### src/rtl/imem_loader.sv
// Boot-time loader: assembles little-endian words from a byte stream, writes them
// to instruction memory and holds the CPU in reset until the image is complete.
module imem_loader #(
  parameter int unsigned WORDS     = 64,
  parameter logic [31:0] BASE_ADDR = 32'h0000_0000
) (
  input  logic        clock,
  input  logic        reset,
  input  logic        start,
  input  logic        byte_valid,
  input  logic [7:0]  byte_data,
  output logic        byte_ready,
  output logic        imem_we,
  output logic [31:0] imem_addr,
  output logic [31:0] imem_wdata,
  output logic        cpu_reset,
  output logic        busy,
  output logic        done,
  output logic [15:0] word_count,
  output logic [31:0] checksum
);

  localparam int unsigned CNT_W  = 16;
  localparam int unsigned PART_W = 24;

  typedef enum logic [1:0] {
    ST_IDLE    = 2'd0,
    ST_COLLECT = 2'd1,
    ST_WRITE   = 2'd2,
    ST_DONE    = 2'd3
  } state_t;

  state_t              state;
  logic [1:0]          byte_idx;
  logic [PART_W-1:0]   partial;
  logic [CNT_W-1:0]    word_count_inc;

  assign word_count_inc = word_count + CNT_W'(1);

  // Only the first three bytes need holding; the fourth goes straight to imem_wdata.
  always_ff @(posedge clock or posedge reset) begin
    if (reset) begin
      state      <= ST_IDLE;
      byte_ready <= 1'b0;
      imem_we    <= 1'b0;
      busy       <= 1'b0;
      done       <= 1'b0;
      cpu_reset  <= 1'b1;
      imem_addr  <= BASE_ADDR;
      imem_wdata <= '0;
      word_count <= '0;
      checksum   <= '0;
      byte_idx   <= '0;
      partial    <= '0;
    end else begin
      case (state)
        ST_IDLE, ST_DONE: begin
          if (start) begin
            state      <= ST_COLLECT;
            busy       <= 1'b1;
            byte_ready <= 1'b1;
            cpu_reset  <= 1'b1;
            done       <= 1'b0;
            imem_addr  <= BASE_ADDR;
            word_count <= '0;
            checksum   <= '0;
            byte_idx   <= '0;
            partial    <= '0;
          end
        end
        ST_COLLECT: begin
          if (byte_valid && byte_ready) begin
            if (byte_idx == 2'd3) begin
              state      <= ST_WRITE;
              byte_ready <= 1'b0;
              imem_we    <= 1'b1;
              imem_wdata <= {byte_data, partial};
              byte_idx   <= '0;
            end else begin
              case (byte_idx)
                2'd0:    partial[7:0]   <= byte_data;
                2'd1:    partial[15:8]  <= byte_data;
                default: partial[23:16] <= byte_data;
              endcase
              byte_idx <= byte_idx + 2'd1;
            end
          end
        end
        ST_WRITE: begin
          imem_we    <= 1'b0;
          imem_addr  <= imem_addr + 32'd4;
          word_count <= word_count_inc;
          checksum   <= checksum ^ imem_wdata;
          if (word_count_inc == CNT_W'(WORDS)) begin
            state      <= ST_DONE;
            done       <= 1'b1;
            busy       <= 1'b0;
            cpu_reset  <= 1'b0;
            byte_ready <= 1'b0;
          end else begin
            state      <= ST_COLLECT;
            byte_ready <= 1'b1;
          end
        end
        default: state <= ST_IDLE;
      endcase
    end
  end

endmodule
### config.mk
export PLATFORM = sky130hd
export DESIGN_NAME = imem_loader
export DESIGN_NICKNAME = d
export VERILOG_FILES = /design/src/rtl/imem_loader.sv
export SDC_FILE = /design/constraint.sdc
export NUM_CORES = 1
export LEC_CHECK = 0
export CAP_MARGIN = 20
export CORE_ASPECT_RATIO = 1.4
export CORE_MARGIN = 8
export CORE_UTILIZATION = 47
export DETAILED_ROUTE_END_ITERATION = 6
export HOLD_SLACK_MARGIN = 0.08
export PLACE_DENSITY_LB_ADDON = 0.15
export SLEW_MARGIN = 10
export SYNTH_ARGS = -nofsm -noshare
export SYNTH_HDL_FRONTEND = slang
export SYNTH_SLANG_ARGS = --single-unit
### constraint.sdc
create_clock -name clock -period 4.33 [get_ports clock]
set_input_delay 0.433 -clock clock [delete_from_list [all_inputs] [get_ports clock]]
set_output_delay 0.433 -clock clock [all_outputs]
set_load 0.01 [all_outputs]
# Word-level counts from Yosys, hierarchy flattened
# Index checks and enable logic that the tools add are counted.
[word_totals]
register_bits = 145
word_cells = 83
inputBits = 12
[op_classes]
n_reduce_logical = 17
bitwise_logic = 1
n_eq_ne = 14
mux = 34
addsub = 3
[op_table]
columns = ["operator", "count"]
rows = [
  ["$pmux 32 s2", 2],
  ["$mux 24", 3],
  ["$pmux 24 s2", 1],
  ["$add 32x3->32 const B", 1],
  ["$mux 32", 1],
  ["$pmux 16 s2", 1],
  ["$xor 32x32->32", 1],
  ["$mux 8", 3],
  ["$add 16x1->16 const B", 1],
  ["$eq 16x7->1 const B", 1],
  ["$mux 16", 1],
  ["$ne 2x2->1 const B", 8],
  ["$reduce_and 3->1", 5],
  ["$reduce_and 5->1", 3],
  ["$mux 2", 7],
  ["$mux 1", 9],
  ["$eq 2x2->1 const B", 3],
  ["$pmux 1 s2", 3],
  ["$pmux 2 s3", 1],
  ["$reduce_bool 2->1", 3],
  ["$eq 2x1->1 const B", 2],
  ["$logic_not 2->1", 2],
  ["$pmux 2 s2", 1],
  ["$reduce_or 2->1", 2],
  ["other kinds (4)", 4],
]

# Depth between registers and ports, before layout
# Gate-level depths: netlist of run 1.
[logic_depth]
ltp_word = 6
ltp_mapped = 9
depth_no_buf = 7

# Worst setup path before layout of run 1
# Ideal clock, no wire load.
[synth_path]
kind = "register to register"
startpoint = "register state[0]"
endpoint = "register partial[0]"
t_arrival_ns = 2.099
path_buffers = 1
synth_period_minus_slack_ns = 2.224
path_stages_with_launch = 9
required_ns = 4.205
path_slack_ns = 2.106
cell_sequence = "dfrtp_1 inv_1 ha_1 buf_2 nand2b_1 a21boi_1 nand2_1 a21oi_2 mux2_2"
[synth_between]
elab_chain_cells = 4
[synth_rtl]
columns = ["element", "line", "text"]
rows = [
  ["start, declared", "33", "state_t state;"],
  ["start signal, assigned", "43", "state <= ST_IDLE;"],
  ["start signal, assigned", "59", "state <= ST_COLLECT;"],
  ["start signal, assigned", "74", "state <= ST_WRITE;"],
  ["$eq 2x2->1 or $logic_not 2->1 (tied branches)", "56", "case (state)"],
  ["$reduce_or 2->1", "56", ""],
  ["$ne 2x2->1 (no line) or $reduce_bool 2->1 (tied branches)", "-", ""],
  ["$reduce_and 5->1 (no line)", "-", ""],
  ["end signal, assigned", "81", "2'd0: partial[7:0] <= byte_data;"],
  ["end, declared", "35", "logic [PART_W-1:0] partial;"],
]
# Several ways; a longest one is shown, not always the timed one.
# A chain may end at the register's enable or synchronous reset.

# Worst setup path in the final report of run 1
[layout_path]
startpoint = "register state[0]"
endpoint = "register imem_addr[31]"
[layout_between]
elab_chain_cells = 4
[layout_rtl]
columns = ["element", "line", "text"]
rows = [
  ["$eq 2x2->1 or $logic_not 2->1 (tied branches)", "56", ""],
  ["$reduce_or 2->1", "56", ""],
  ["$ne 2x2->1 (no line) or $reduce_bool 2->1 (tied branches)", "-", ""],
  ["$reduce_and 2->1 (no line)", "-", ""],
  ["end signal, assigned", "91", "imem_addr <= imem_addr + 32'd4;"],
  ["end, declared", "14", "output logic [31:0] imem_addr,"],
]
# Several ways; a longest one is shown, not always the timed one.

==> impl_results.md, run 1 <==
* Top_reg_cell synth: dfrtp_1
* All-layer global routing usage at 0.180
* Comb power frac at 0.282
* Area grow syn2layout at 31.5%
* Top cell type by total area after synthesis: dfrtp_1
* Router iterations before antenna repair at 5
* Post-route ant nets at 0
* Synth top area cells: dfrtp_1 54%, mux2_2 9.8%, xor2_1 7.8%
* Critical path arrival at approximately 3 ns
* Largest stage delay, worst path at 0.83 ns
* Slew HR at 0.378
* Total CTS buffers at 17
* DRT iter0 DRCs at 259
* R2R cell count at 8
* Final Critical Period at about 2.7 ns
* Largest net degree at the start of global routing at ~120
* FF+latch count, synth at around 140
* TritonCTS clock tree: yes
* Clock slew at reported path FFs at 0.06 ns
* Synth Area per Inst at roughly 11 um2
* Via count at 4828
* Flop pwr share at 0.395
* Setup TNS at 0 ns
* Clk sink count at ~140
* Max_cap viols at 0
* Post-CTS Setup Inserts at 0
* Critical path cell sequence: inv_1, ha_1, mux2i_1, buf_4, nor4_2, nand4_1, xor2_1, nor2_1
* Slowest CP cell: nor4_2
* Worst-Skew Late Latency at 0.41 ns
* Site row count at between 50 and 60
* Final Setup Violations at 0
* F_max at 0.368 GHz
* CP Class: flop to flop
* Required time of the critical path at 4.61 ns
* Tcrit/Tclk final at 0.628
* Core Util, Final at 0.625
* Initial Utilization at 0.476
* Antenna violations before repair at 0
* Grt ovf at 0
* Hold Slack at around 0.45 ns
* Post-Route WL at about 16000 um
* Crit path depth at 8
* Post-route clock skew at around 0.0090 ns
* Routed wire per std cell at between 15 and 20 um
* Pwr dens at 539 nW/um2
* Number of global-route vias before repair at between 4000 and 5000
* Crit path launch type: flop
* P_sw at about 0.0014 W
* Net Sw Frac at 0.297
* Synth unique cells at 51
* Synthesized instance count at approximately 600
* Clock power frac at 0.323
* Hold Crit Class: input port to async pin
* Chip Width at ~120 um
* CTS H-Tree Depth at 4
* DRC at 0
* Worst-Margin Slew at between 0.9 and 1 ns
* Top cell type's share of synthesized area at 0.545
* Layout cells sized above 1 at 0.146
* First-pass GRT wire length at around 26000 um
* Int Pwr at between 0.003 and 0.004 W
* Post-synth ARST share at 1.00
* CP top delay family: simple AND/OR/NAND/NOR gates
* Final HPWL DP at approximately 11000 um
* Core area at 13700 um2
* Status: finished, final reports clean
* Leak at roughly 3.8 nW
* Synth warn at 0
* Post-synthesis sequential area ratio at 0.549
* RSZ-0062 raised after global routing: no
* # diodes at 0
* Synthesized cell area at 6520 um2
* Die span in y at between 150 and 200 um
* Gpl congestion at roughly 0.84
* Max Fanout on Critical Path at 13
* IO Port Bufs at roughly 130
* CTS Buffer Depth at 2
* Die area at 18000 um2
* Max Transition Viols Final at 0
* Resized cells post-CTS at 0
* Root buf cell: clkbuf_16
* Setup crit end kind: flop
* I/O pin count at 129
* Final #Nets at 742
* Via density at 5.25
* # hold bufs at CTS at 0
* EDFF count, synth at 0
* Worst VDD drop at approximately 310 uV
* Final Hold Fails at 0
* CP Buf/Inv Count at 2
## placed cells by master (no fill, tap or decap), types with 7 or more instances in the layout
cell type | netlist | final
dfrtp_1 | 142 | 142
clkdlybuf4s50_1 | 0 | 126
nor2_1 | 71 | 70
nand2_1 | 69 | 69
xor2_1 | 58 | 58
mux2_2 | 57 | 57
o21ai_0 | 31 | 31
nand4_1 | 22 | 22
clkbuf_16 | 0 | 17
nand3_1 | 16 | 16
and2_1 | 12 | 12
inv_1 | 11 | 10
ha_1 | 8 | 8
clkbuf_8 | 0 | 7
## synthesized netlist by cell type (4+ instances only)
cell type,instances
clkbuf_1,21
and3_1,6
ha_1,8
dfrtp_1,142
xnor2_1,4
xor2_1,58
nand3_1,16
a21oi_1,6
nand2_1,69
a31oi_1,5
inv_1,11
nor3_1,6
o21ai_0,31
and4_1,5
nor2_1,71
nand4_1,22
mux2_2,57
and2_1,12
## power by group through the flow
stage	combinational [W]	sequential [W]	clock, W
detailed placement	0.00131	0.00185	0
floorplan	0.000662	0.00189	0
global route	0.00143	0.00187	0.00158
global placement	0.00128	0.00184	0
finish	0.00130	0.00183	0.00149
CTS	0.00133	0.00183	0.00153
## layout make-up
| cell class | count | area, um2 |
|---|---|---|
| Fill cell | 1116 | 5140 |
| Sequential cell | 143 | 3580 |
| Multi-Input combinational cell | 417 | 2770 |
| Timing Repair Buffer | 132 | 1330 |
| Clock buffer | 24 | 522 |
| Tap cell | 185 | 231 |
| Clock inverter | 8 | 101 |
| Inverter | 11 | 46.3 |
## sequential cells by signal, indices dropped and copies added, names as in the netlist
signal      cells
busy            1
byte_idx        2
byte_ready      1
checksum       32
cpu_reset       1
done            1
imem_addr      30
imem_wdata     32
imem_we         1
partial        24
state           2
word_count     16
## cells by family (layout without fill, tap and decap cells)
logic type | count (synthesis) | after routing | share of synthesized area
simple gates | 223 | 223 | 0.161
flops | 143 | 143 | 0.549
compound gates | 63 | 63 | 0.0606
xor+xnor | 62 | 62 | 0.0832
mux | 59 | 59 | 0.101
buf+inv | 40 | 175 | 0.0286
fa+ha+maj | 8 | 8 | 0.0153
other cells | 1 | 2 | 0.000575
## worst paths after layout
kind	to	slack, ns	start
setup / recovery	imem_addr[31]	1.61	state[0]
max in group asynchronous	imem_addr[8]	2.79	reset
min in group clock	partial[22]	0.51	partial[22]
setup reg to reg	imem_addr[31]	1.61	state[0]
hold reg to reg	partial[22]	0.51	partial[22]
hold / removal	checksum[14]	0.45	reset
## per-stage QoR
stage | setup WS (ns) | total power [W] | area, um2 | cells
global route | 1.41 | 0.00488 | 8580 | 920
detailed placement | 1.54 | 0.00317 | 7930 | 887
CTS | 1.60 | 0.00468 | 8550 | 919
finish | 1.61 | 0.00462 | 8580 | 920
floorplan | 0.0607 | 0.00255 | 6530 | 600
global placement | 1.68 | 0.00312 | 7930 | 887
## routing by layer
layer	wire [um]	share of wire	vias up	track usage
li1	-	-	2299	-
met1	6760	0.43	2391	0.223
met2	7730	0.50	130	0.296
met3	951	0.061	8	0.0465
met4	146	0.0094	0	0.0616
met5	0	0	-	0
No activity file was read; power rests on OpenSTA's default activity.
==> run 2, diff against run 1 <==
Clock period 4.33 ns to 2.25 ns, I/O delays scaled along.
==> run 2 against run 1 <==
Against the previous run:
- die area is the same
- first-iteration DRC count shrank 33%
- combinational power grew 100%
- critical path depth shrank 3
- highest routed layer unchanged
- utilization grew 1.0 points
==> impl_results.md, run 2 (synthesis gave the netlist of run 1 again) <==
* Hold Crit Class: input port to async pin
* First-pass GRT wire length at 26500 um
* TritonCTS clock tree: yes
* DRT iter0 DRCs at roughly 170
* Critical path arrival at about 2.5 ns
* GR Util met2 at 0.307
* Most frequent cells in the layout: 142 x dfrtp_1, 126 x clkdlybuf4s50_1, 70 x nor2_1
* RSZ-0062 raised after global routing: no
* DRC at 0
* FF-to-FF Start: word_count[0]
* Post-route clock skew at 0.00793 ns
* Setup crit end kind: flop
* Worst-Skew Late Latency at 0.41 ns
* Max_cap viols at 0
* Router iterations before antenna repair at 4
* Tcrit/Tclk final at 0.951
* Grt ovf at 0
* Comb power frac at 0.294
* Leak at about 3.9 nW
* P_sw at 0.00281 W
* Slowest CP cell: or4b_1
* Critical Path End: state[1]
* Crit path launch type: flop
* Critical path cell sequence: nand3_2, or4b_1, a2111o_1, a221o_1, o21ai_1
* Clk sink count at around 140
* Initial Utilization at 0.476
* IO Port Bufs at 126
* Number of global-route vias before repair at 5109
* CTS H-Tree Depth at 4
* Via count at roughly 4900
* Via density at approximately 5.2
* Largest regs: checksum x32, imem_wdata x32, imem_addr x30
* Post-Route WL at approximately 16000 um
* Place WS at -0.00338 ns
* Net Sw Frac at 0.313
* Worst-Margin Slew at about 0.53 ns
* Design Power at roughly 0.009 W
* Max Fanout on Critical Path at 6
* CTS Buffer Depth at 2
* Clock slew at reported path FFs at 0.06 ns
* Setup ws final at 0.110 ns
* Site row count at just over 50
* Worst VDD drop at 604 uV
* Setup TNS at 0 ns
* CP Buf/Inv Count at 0
* Max Transition Viols Final at 0
* I/O pin count at around 130
* Die area at 18000 um2
* Grt met1 use at 0.228
* Area grow syn2layout at 33.6%
* Resized cells post-CTS at 2
* Largest net degree at the start of global routing at 99
* Post-route ant nets at 0
* Final Hold Fails at 0
* Hold Slack at between 0.2 and 0.3 ns
* CP Class: flop to flop
* Worst r2r dst: state[1]
* Core area at ~14000 um2
* Commonest non-fill, non-tap cell in the layout: dfrtp_1
* Root buf cell: clkbuf_16
* Most Crowded Layer GR: met2
* Pwr dens at approximately 1000 nW/um2
* Layout cells sized above 1 at 0.170
* Required time of the critical path at 2.57 ns
* Met3 Track Usage GR at 0.0458
* Gpl congestion at between 0.8 and 0.9
* Routed wire per std cell at ~17 um
* R2R cell count at 5
* All-layer global routing usage at 0.185
* Antenna violations before repair at 0
* Chip Width at about 120 um
* Largest stage delay, worst path at around 0.53 ns
* Clock power frac at 0.313
* Flop pwr share at 0.393
* Final Setup Violations at 0
* Reg2Reg Setup Slack at 0.11 ns
* Int Pwr at 0.00617 W
* CP top delay family: compound AO/OA/AOI/OAI gates
* Final #Nets at 759
* Post-CTS Setup Inserts at 0
* F_max at approximately 0.47 GHz
* Slew HR at 0.645
* Status: finished, final reports clean
* Final Critical Period at between 2 and 2.5 ns
* Die span in y at 155 um
* # hold bufs at CTS at 0
* Total CTS buffers at 17
* Crit path depth at 5
* # diodes at 0
* Worst setup path startpoint: word_count[0]
* Final HPWL DP at approximately 11000 um
## run 2: cell types whose count changed in the layout (fill, tap and decap cells not counted), sizes merged
cell,change
clkinvlp,+2
buf,+17
inv,+4
clkbuf,-5
clkinv,-1
## run 2: area by class of cell
| type | instances | area (um2) |
|---|---|---|
| sequential | 143 | 3580 |
| clock buffer | 19 | 443 |
| timing repair buffer | 149 | 1460 |
| clock inverter | 13 | 154 |
| multi-input combinational | 417 | 2800 |
| inverter | 11 | 45.0 |
| tap | 185 | 231 |
| fill | 1119 | 5000 |
## run 2: per-layer routing
layer,vias to the layer above,wire length [um]
li1,2326,-
met1,2450,6820
met2,125,7960
met3,15,865
met4,0,179
met5,-,0
## run 2: worst min path at each step
stage / start / to / slack, ns / depth (start not counted)
global placement: partial[18] / imem_wdata[18] / 0.49 / 1
detailed placement: partial[3] / imem_wdata[3] / 0.49 / 1
CTS: reset / imem_addr[28] / 0.27 / 3
finish: reset / imem_addr[27] / 0.27 / 3
global route: reset / imem_addr[27] / 0.30 / 3
floorplan: byte_data[3] / imem_wdata[27] / 0.38 / 1
## run 2: tightest hold or removal path, delay by kind of cell
kind     cells  cell delay, ns
buf+inv      3            0.82
## run 2: power groups by stage
stage	sequential (W)	clock (W)	combinational [W]
2_1_floorplan	0.00363	0	0.00127
3_3_place_gp	0.00355	0	0.00255
3_5_place_dp	0.00357	0	0.00262
4_1_cts	0.00354	0.00287	0.00267
5_1_grt	0.00361	0.00297	0.00289
6_report	0.00353	0.00282	0.00264
## run 2: stage by stage
stage,cells,area (um2),util
after global placement,905,8080,0.589
after CTS,937,8700,0.634
after detailed placement,905,8080,0.589
after global routing,937,8720,0.635
final,937,8720,0.635
after floorplan,600,6530,-
==> run 3, diff against run 2 <==
--- a/constraint.sdc
+++ b/constraint.sdc
@@ -3,2 +3,2 @@
 set_output_delay 0.225 -clock clock [all_outputs]
-set_load 0.01 [all_outputs]
+set_load 0.005 [all_outputs]
==> results of run 3 <==
The final DEF is identical to that of run 2. Status: finished, final reports clean.
Main changes from that run: total power 0.00898 W -> 0.00884 W; worst IR drop on VDD 604 uV -> 601 uV
